`src/rtl/mem_bus_arbiter.sv`:
```
// mem_bus_arbiter: serialises CPU fetch (I) and data (D) accesses onto a single-port RAM.
// Rev 1.0 -- initial release.
`default_nettype none

module mem_bus_arbiter #(
  parameter int WAIT_CYCLES     = 0,
  parameter int MAX_DATA_STREAK = 4
) (
  input  logic        clk,
  input  logic        rst_n,
  input  logic        i_req,
  input  logic [31:0] i_addr,
  output logic        i_ack,
  output logic [31:0] i_rdata,
  input  logic        d_req,
  input  logic [3:0]  d_mode,
  input  logic [31:0] d_addr,
  input  logic [31:0] d_wdata,
  output logic        d_ack,
  output logic [31:0] d_rdata,
  output logic [3:0]  ram_mode,
  output logic [31:0] ram_addr,
  output logic [31:0] ram_wdata,
  input  logic [31:0] ram_rdata,
  output logic        busy
);

  localparam logic [3:0] IO_NOP = 4'd0;
  localparam logic [3:0] IO_LW  = 4'd1;
  localparam logic [3:0] IO_SW  = 4'd6;
  localparam logic [3:0] IO_SH  = 4'd7;
  localparam logic [3:0] IO_SB  = 4'd8;

  localparam int CNT_W    = (WAIT_CYCLES > 0) ? $clog2(WAIT_CYCLES + 1) : 1;
  localparam int STREAK_W = $clog2(MAX_DATA_STREAK + 1);

  typedef enum logic [1:0] {
    IDLE   = 2'd0,
    ACCESS = 2'd1,
    RESP   = 2'd2
  } state_t;

  state_t               state;
  state_t               state_next;
  logic                 owner_d;
  logic [3:0]           lat_mode;
  logic [CNT_W-1:0]     cnt;
  logic [STREAK_W-1:0]  streak;
  logic                 grant_d;
  logic                 grant_i;
  logic                 is_store;
  logic                 last_cycle;

  // D wins ties until it has starved a waiting fetch MAX_DATA_STREAK times in a row.
  assign grant_d    = d_req && (!i_req || (streak != STREAK_W'(MAX_DATA_STREAK)));
  assign grant_i    = i_req && !grant_d;
  assign is_store   = (lat_mode == IO_SW) || (lat_mode == IO_SH) || (lat_mode == IO_SB);
  assign last_cycle = (cnt == '0);
  assign busy       = (state != IDLE);

  always_comb begin
    state_next = state;
    ram_mode   = IO_NOP;
    i_ack      = 1'b0;
    d_ack      = 1'b0;
    case (state)
      IDLE: begin
        if (grant_d || grant_i) state_next = ACCESS;
      end
      ACCESS: begin
        // Stores are held off the bus until the last wait cycle so the RAM writes only once.
        ram_mode = (is_store && !last_cycle) ? IO_NOP : lat_mode;
        if (last_cycle) state_next = RESP;
      end
      RESP: begin
        i_ack      = !owner_d;
        d_ack      = owner_d;
        state_next = IDLE;
      end
      default: state_next = IDLE;
    endcase
  end

  always_ff @(posedge clk) begin
    if (!rst_n) begin
      state     <= IDLE;
      owner_d   <= 1'b0;
      lat_mode  <= IO_NOP;
      ram_addr  <= '0;
      ram_wdata <= '0;
      i_rdata   <= '0;
      d_rdata   <= '0;
      cnt       <= '0;
      streak    <= '0;
    end else begin
      state <= state_next;
      case (state)
        IDLE: begin
          if (grant_d) begin
            owner_d   <= 1'b1;
            lat_mode  <= d_mode;
            ram_addr  <= d_addr;
            ram_wdata <= d_wdata;
            cnt       <= CNT_W'(WAIT_CYCLES);
            if (i_req) streak <= streak + 1'b1;
          end else if (grant_i) begin
            owner_d   <= 1'b0;
            lat_mode  <= IO_LW;
            ram_addr  <= i_addr;
            ram_wdata <= '0;
            cnt       <= CNT_W'(WAIT_CYCLES);
            streak    <= '0;
          end
        end
        ACCESS: begin
          if (last_cycle) begin
            if (!owner_d)      i_rdata <= ram_rdata;
            else if (!is_store) d_rdata <= ram_rdata;
          end else begin
            cnt <= cnt - 1'b1;
          end
        end
        default: ;
      endcase
    end
  end

endmodule

`default_nettype wire

```
`config.mk`:
```
export PLATFORM = sky130hd
export DESIGN_NAME = mem_bus_arbiter
export DESIGN_NICKNAME = d
export VERILOG_FILES = /design/src/rtl/mem_bus_arbiter.sv
export SDC_FILE = /design/constraint.sdc
export NUM_CORES = 1
export LEC_CHECK = 0
export ABC_CLOCK_PERIOD_IN_PS = 1810
export CAP_MARGIN = 40
export CORE_ASPECT_RATIO = 1.75
export CORE_MARGIN = 1.5
export CORE_UTILIZATION = 42
export CTS_CLUSTER_SIZE = 20
export DETAILED_ROUTE_END_ITERATION = 8
export GPL_TIMING_DRIVEN = 0
export PLACE_DENSITY = 0.85
export SETUP_SLACK_MARGIN = 0.4
export SLEW_MARGIN = 20
export SYNTH_ARGS = -nofsm -noshare
export SYNTH_HDL_FRONTEND = slang
export SYNTH_SLANG_ARGS = --single-unit
```
`constraint.sdc`:
```
create_clock -name clk -period 1.81 [get_ports clk]
set_input_delay 0.2715 -clock clk [delete_from_list [all_inputs] [get_ports clk]]
set_output_delay 0.2715 -clock clk [all_outputs]
set_load 0.05 [all_outputs]
```
==> metrics.txt, run 1 <==
outcome=finished, final reports clean; first-pass GRT wire length=33800 um; Num CTS Buffers=17; Pwr Density=902 nW/um^2; antenna diode count=0; Post-DRT Antenna Nets=0; TNS Setup=0 ps; I/O pins=271; clock network power share=38.9%; synth-to-layout area growth=65.1%; via/cell ratio=5.46; Synth Instances=676; DR vias=6484; synthesized area per cell=8.99 sq um; Die H=162 um; drc violations=0; M1 wire length=7820 um; hpwl dp=15500 um; die width=93.9 um; post-synth top area share=45.5%; Comb power frac=24.2%; core area=14200 sq um; GRT Overall Usage=28.8%; mapped cell area=6080 sq um; final hold violation count=0; post-synthesis sequential area ratio=45.5%; Pins Over Slew Limit=0; Clock Latency Late Sink=420 ps; Iteration-0 DRC Markers=249; Max clock buf depth=2; pin count of the biggest net entering global routing=17; drt pass-1 iters=6; YS warnings=0; # setup viols final=0; grt ovf=0; MaxCap Viol Count=0; Hold/Removal Path Class=in -> reg; Net Count, Synth=814; Tcrit/Tclk final=88.6%; post-synth cell types=33; non-filler cells, final=1187; # port buffers=269; dpl cells=1125; share of layout cells above drive strength 1=30.2%; total wire length=22400 um; sequential power share=37.0%; switching pwr=2.90 mW; clk_skew=15.0 ps; Rel. slew slack=50.0%; fin worst setup slack=207 ps; hold buffers post-CTS=0; Max Used Layer=met4; Net Sw Frac=32.0%; dpl ws=-663 ps; Peak Freq=624 MHz; met2 WL=12300 um; nets@finish=1132; reg2reg setup slack=210 ps; fin crit period=1600 ps; Clock transition at path regs=70 ps; H-tree level count=4; Fin Hold WS=430 ps; vias in the first global route=6670; Sinks on Clock Net=138; # rows=58; initial antenna violation count=0; type of origin of the critical path=register; routability cong.=0.864; P_leak=4.31 nW; CP required=2120 ps; main area contributors after synthesis=dfxtp_1 45%, a21boi_0 11%, nand2_1 8.0%, mux2i_1 5.3%, o311a_1 5.3%; Worst Tran Pin Value=750 ps; synthesized flop and latch total=138; CTS tree=yes; FILL cells=1132; Wirelength per Cell=18.8 um; IR drop worst, VDD=0.000605 V; starting density of the core=42.7%; RSZ-0062 raised after global routing=true; biggest area consumer among synthesized cells=dfxtp_1; largest fanout on the critical path=5; met3 routed WL=1070 um; critical path arrival=1910 ps; CP Capture Type=register; clock root cell=clkbuf_16; Pint=6.15 mW; Crit Path Class=reg -> reg; DIE AREA=15200 sq um
-- metal layers --
| layer | track usage [%] | vias up |
|---|---|---|
| met4 | 16.7 | 0 |
| met3 | 6.88 | 77 |
| met5 | 0 | - |
| met1 | 28.5 | 3100 |
| met2 | 53.2 | 253 |
| li1 | - | 3054 |
-- path summary, 6_finish.rpt --
kind / endpoint / cells past startpoint / start
setup reg to reg: ram_addr[22] / 7 / streak[0]
hold reg to reg: i_rdata[15] / 2 / i_rdata[15]
hold / removal: ram_wdata[17] / 3 / d_wdata[17]
setup / recovery: ram_addr[22] / 7 / streak[0]
-- power by group through the flow --
| stage | Clock, mW | Combinational [mW] | Sequential (mW) |
|---|---|---|---|
| floorplan | 0 | 0.646 | 4.04 |
| global placement | 0 | 2.15 | 3.40 |
| detailed placement | 0 | 2.17 | 3.41 |
| CTS | 3.55 | 2.23 | 3.34 |
| global route | 3.70 | 2.31 | 3.36 |
| finish | 3.52 | 2.19 | 3.34 |
-- cell families (layout without fill, tap and decap cells) --
group	Yosys count	in the layout	share of synthesized area [%]
buffers and inverters	76	407	5.77
AO/OA/AOI/OAI	206	206	25.3
multiplexers	32	32	5.27
adder cells (fa/ha/maj)	2	2	0.412
flip-flops	138	138	45.5
AND/OR/NAND/NOR	222	222	17.8
-- state kept, by name, summed over array words and instances, names as in the netlist --
| register | flops |
|---|---|
| ram_addr | 32 |
| i_rdata | 32 |
| owner_d | 1 |
| lat_mode | 4 |
| ram_wdata | 32 |
| d_rdata | 32 |
| state | 2 |
| streak | 3 |
-- final cells by class --
| class | instances | area, sq um | share of cell area, % |
|---|---|---|---|
| clock buffer | 18 | 429 | 4.28 |
| clock inverter | 14 | 160 | 1.60 |
| tap | 180 | 225 | 2.25 |
| inverter | 3 | 13.8 | 0.137 |
| buffer | 73 | 622 | 6.20 |
| multi-input combinational | 462 | 3180 | 31.7 |
| timing repair buffer | 299 | 2630 | 26.2 |
| sequential | 138 | 2780 | 27.7 |
-- through the flow --
step	util [%]	total power, mW	instance area [sq um]
3_5_place_dp	63.9	5.58	9080
2_1_floorplan	-	4.69	6160
5_1_grt	70.5	9.37	10000
6_report	70.5	9.05	10000
4_1_cts	72.0	9.12	10200
3_3_place_gp	63.9	5.56	9080
-- layout by cell type, fill, tap and decap left out, types with 4 or more instances in the layout --
cell,count
a21boi_0,33
a21boi_1,46
a21boi_2,24
and2_4,4
and3_1,23
and3_4,9
buf_12,8
buf_2,113
buf_4,12
buf_6,14
buf_8,9
clkbuf_1,27
clkbuf_16,29
clkbuf_2,19
clkbuf_8,5
clkdlybuf4s15_2,5
clkdlybuf4s18_2,12
clkdlybuf4s50_1,132
dfxtp_1,131
dfxtp_2,5
inv_6,6
mux2i_1,31
nand2_1,130
nand4_1,37
o21ai_0,36
o21bai_1,32
o311a_1,32
-- critical path: stages (launching register included) --
cell and delay (ps):
dfxtp_2 320, inv_2 70, ha_4 140, nand3_4 140, clkbuf_16 220, clkbuf_16 150
and3_4 160, o311a_1 280
-- repair_timing --
item	4_1_cts	5_1_grt
cloned	6	6
endpoints found under the setup margin	271	231
resized for setup	686	199
pin swaps	55	66
setup buffers	13	5
-- synthesized netlist by cell type --
| library cell | count |
|---|---|
| a21boi_0 | 93 |
| a21boi_1 | 10 |
| and2_1 | 5 |
| and2_2 | 1 |
| and3_1 | 32 |
| and3b_1 | 1 |
| and4_1 | 1 |
| buf_1 | 1 |
| buf_12 | 3 |
| buf_2 | 7 |
| buf_6 | 1 |
| clkbuf_1 | 61 |
| clkinv_1 | 1 |
| dfxtp_1 | 138 |
| ha_1 | 2 |
| inv_1 | 2 |
| mux2i_1 | 32 |
| nand2_1 | 130 |
| nand3_1 | 2 |
| nand3b_1 | 1 |
| nand4_1 | 37 |
| nand4b_1 | 1 |
| nor2_1 | 3 |
| nor2b_1 | 1 |
| nor3b_1 | 3 |
| nor3b_2 | 1 |
| o21ai_0 | 37 |
| o21ai_1 | 1 |
| o21bai_1 | 32 |
| o221a_2 | 1 |
| o311a_1 | 32 |
| or3b_2 | 2 |
| or4b_1 | 1 |
Note: power is estimated with default switching activity, not from simulation.
==> run 2: changes to the inputs <==
--- a/config.mk
+++ b/config.mk
@@ -19,3 +19,4 @@
 export SYNTH_ARGS = -nofsm -noshare
 export SYNTH_HDL_FRONTEND = slang
 export SYNTH_SLANG_ARGS = --single-unit
+export TNS_END_PERCENT = 20
==> run 2 against run 1 <==
Non-clock buffer count shrank 5. Clock skew shrank 2.6 ps. Worst hold slack gained 2.9 ps. Via count shrank 0.76%. Highest routed layer unchanged. Routed wire length shrank 3.2%. Combinational power is essentially flat. Largest power group is now sequential cells. Largest cell class unchanged.
==> metrics.txt, run 2 (synthesized netlist as in run 1, its figures left out) <==
RSZ-0062 raised after global routing=true; Final Util=70.6% (about the same); initial antenna violation count=1 (+1); Clock Latency Late Sink=420 ps (about the same); Post-DRT Antenna Nets=0 (unchanged); starting density of the core=42.7% (unchanged); DIE AREA=15200 sq um (unchanged); vias in the first global route=6582 (-1.3%); largest fanout on the critical path=2 (-3); IR drop worst, VDD=0.000653 V (+7.9%); via/cell ratio=5.44 (-0.42%); Pwr Density=880 nW/um^2 (-2.5%); I/O pins=271 (unchanged); CP bufs+invs=1 (-2); P_leak=4.40 nW (+1.9%); commonest non-fill, non-tap cells in the layout=132 x clkdlybuf4s50_1, 130 x nand2_1, 130 x dfxtp_1; Fin Hold WS=433 ps (+2.94 ps); nets@finish=1127 (-0.44%); dpl cells=1125 (unchanged); Clock transition at path regs=60 ps (about the same); Die H=162 um (unchanged); first-pass GRT wire length=33300 um (-1.3%); fin crit period=1610 ps (+8.74 ps); Pins Over Slew Limit=0 (unchanged); critical-path cell list=dlygate4sd2_1; final hold violation count=0 (unchanged); core area=14200 sq um (unchanged); non-filler cells, final=1183 (-0.34%); Rel. slew slack=61.6% (+12 points); routability cong.=0.862 (-0.20%); CTS tree=yes; clock root cell=clkbuf_16; # rows=58 (unchanged); drt pass-1 iters=4 (-2); hpwl dp=15600 um (+0.69%); Iteration-0 DRC Markers=222 (-11%); CP Capture Type=output port; clk_skew=12.4 ps (-2.62 ps); Worst Tran Pin Value=578 ps (-172 ps); drc violations=0 (unchanged); PnR Total Power=8.83 mW (-2.4%); Wirelength per Cell=18.3 um (-2.9%); Num CTS Buffers=17 (unchanged); # setup viols final=0 (unchanged); # port buffers=269 (unchanged); CP peak stage delay=590 ps (+270 ps); Tcrit/Tclk final=89.0% (+0.48 points); hold buffers post-CTS=0 (unchanged); MaxCap Viol Count=0 (unchanged); grt ovf=0 (unchanged); reg2reg setup slack=200 ps (about the same); share of layout cells above drive strength 1=17.8% (-12 points); GRT Overall Usage=28.3% (-0.56 points); pin count of the biggest net entering global routing=17 (unchanged); CP required=1540 ps (-580 ps); H-tree level count=4 (unchanged); critical path's slowest cell=dlygate4sd2_1; Peak Freq=620 MHz (-0.54%); die width=93.9 um (unchanged); commonest non-fill, non-tap cell in the layout=clkdlybuf4s50_1; DR vias=6435 (-0.76%); Sinks on Clock Net=138 (unchanged); crit-path leading delay family=buffers and inverters; Crit Path Class=reg -> out; critical path arrival=1340 ps (-570 ps); type of origin of the critical path=register; Hold/Removal Path Class=in -> reg; Max clock buf depth=2 (unchanged); total wire length=21600 um (-3.2%); outcome=finished, final reports clean; synth-to-layout area growth=65.2% (about the same)
==> run 2: changes by cell type in the layout (fill, tap and decap cells not counted), moves of 3 or more <==
cell | previous run | this run
clkdlybuf4s18_2 | 12 | 4
and2_4 | 4 | 1
dlygate4sd2_1 | 1 | 97
clkbuf_16 | 29 | 24
a21boi_0 | 33 | 78
a21boi_2 | 24 | 2
buf_4 | 12 | 16
buf_2 | 113 | 27
a21boi_1 | 46 | 23
==> run 2: cell type report <==
| type | instances | area, sq um |
|---|---|---|
| sequential | 138 | 2780 |
| tap | 180 | 225 |
| clock inverter | 15 | 130 |
| antenna | 1 | 2.50 |
| buffer | 73 | 578 |
| inverter | 3 | 13.8 |
| timing repair buffer | 294 | 2800 |
| clock buffer | 17 | 425 |
| multi-input combinational | 462 | 3090 |
| fill | 1098 | 4190 |
==> run 2: repair_timing <==
| action | in CTS | in global routing |
|---|---|---|
| pin swaps | 5 | 12 |
| setup buffers | 12 | 4 |
| gates cloned | 4 | 5 |
| resized for setup | 371 | 80 |
| setup endpoints to repair | 271 | 244 |
==> run 2: final timing paths <==
| path | from | end | cells after the start |
|---|---|---|---|
| max | ram_wdata[19] | ram_wdata[19] | 1 |
| min | ram_rdata[15] | i_rdata[15] | 3 |
| max reg2reg | lat_mode[2] | d_rdata[23] | 5 |
| min reg2reg | i_rdata[1] | i_rdata[1] | 2 |
==> run 2: power breakdown <==
group          internal [mW]  total, mW  switching (mW)
sequential              3.24       3.34           0.104
clock                   1.80       3.30            1.50
combinational          0.861       2.19            1.33
==> run 2: per-layer routing <==
| layer | global-route usage (%) | vias up | routed length [um] |
|---|---|---|---|
| met1 | 27.0 | 3041 | 7470 |
| met3 | 6.04 | 75 | 1060 |
| met4 | 17.7 | 0 | 1140 |
| met2 | 53.0 | 261 | 12000 |
| met5 | 0 | - | 0 |
| li1 | - | 3058 | - |
==> run 2: stage by stage <==
step                cell area, sq um  worst slack (ps)  TNS (ps)
floorplan                       6160               330         0
global placement                9080              -658    -34830
detailed placement              9080              -672    -36110
CTS                             9750               201         0
global route                   10000               165         0
finish                         10000               198         0
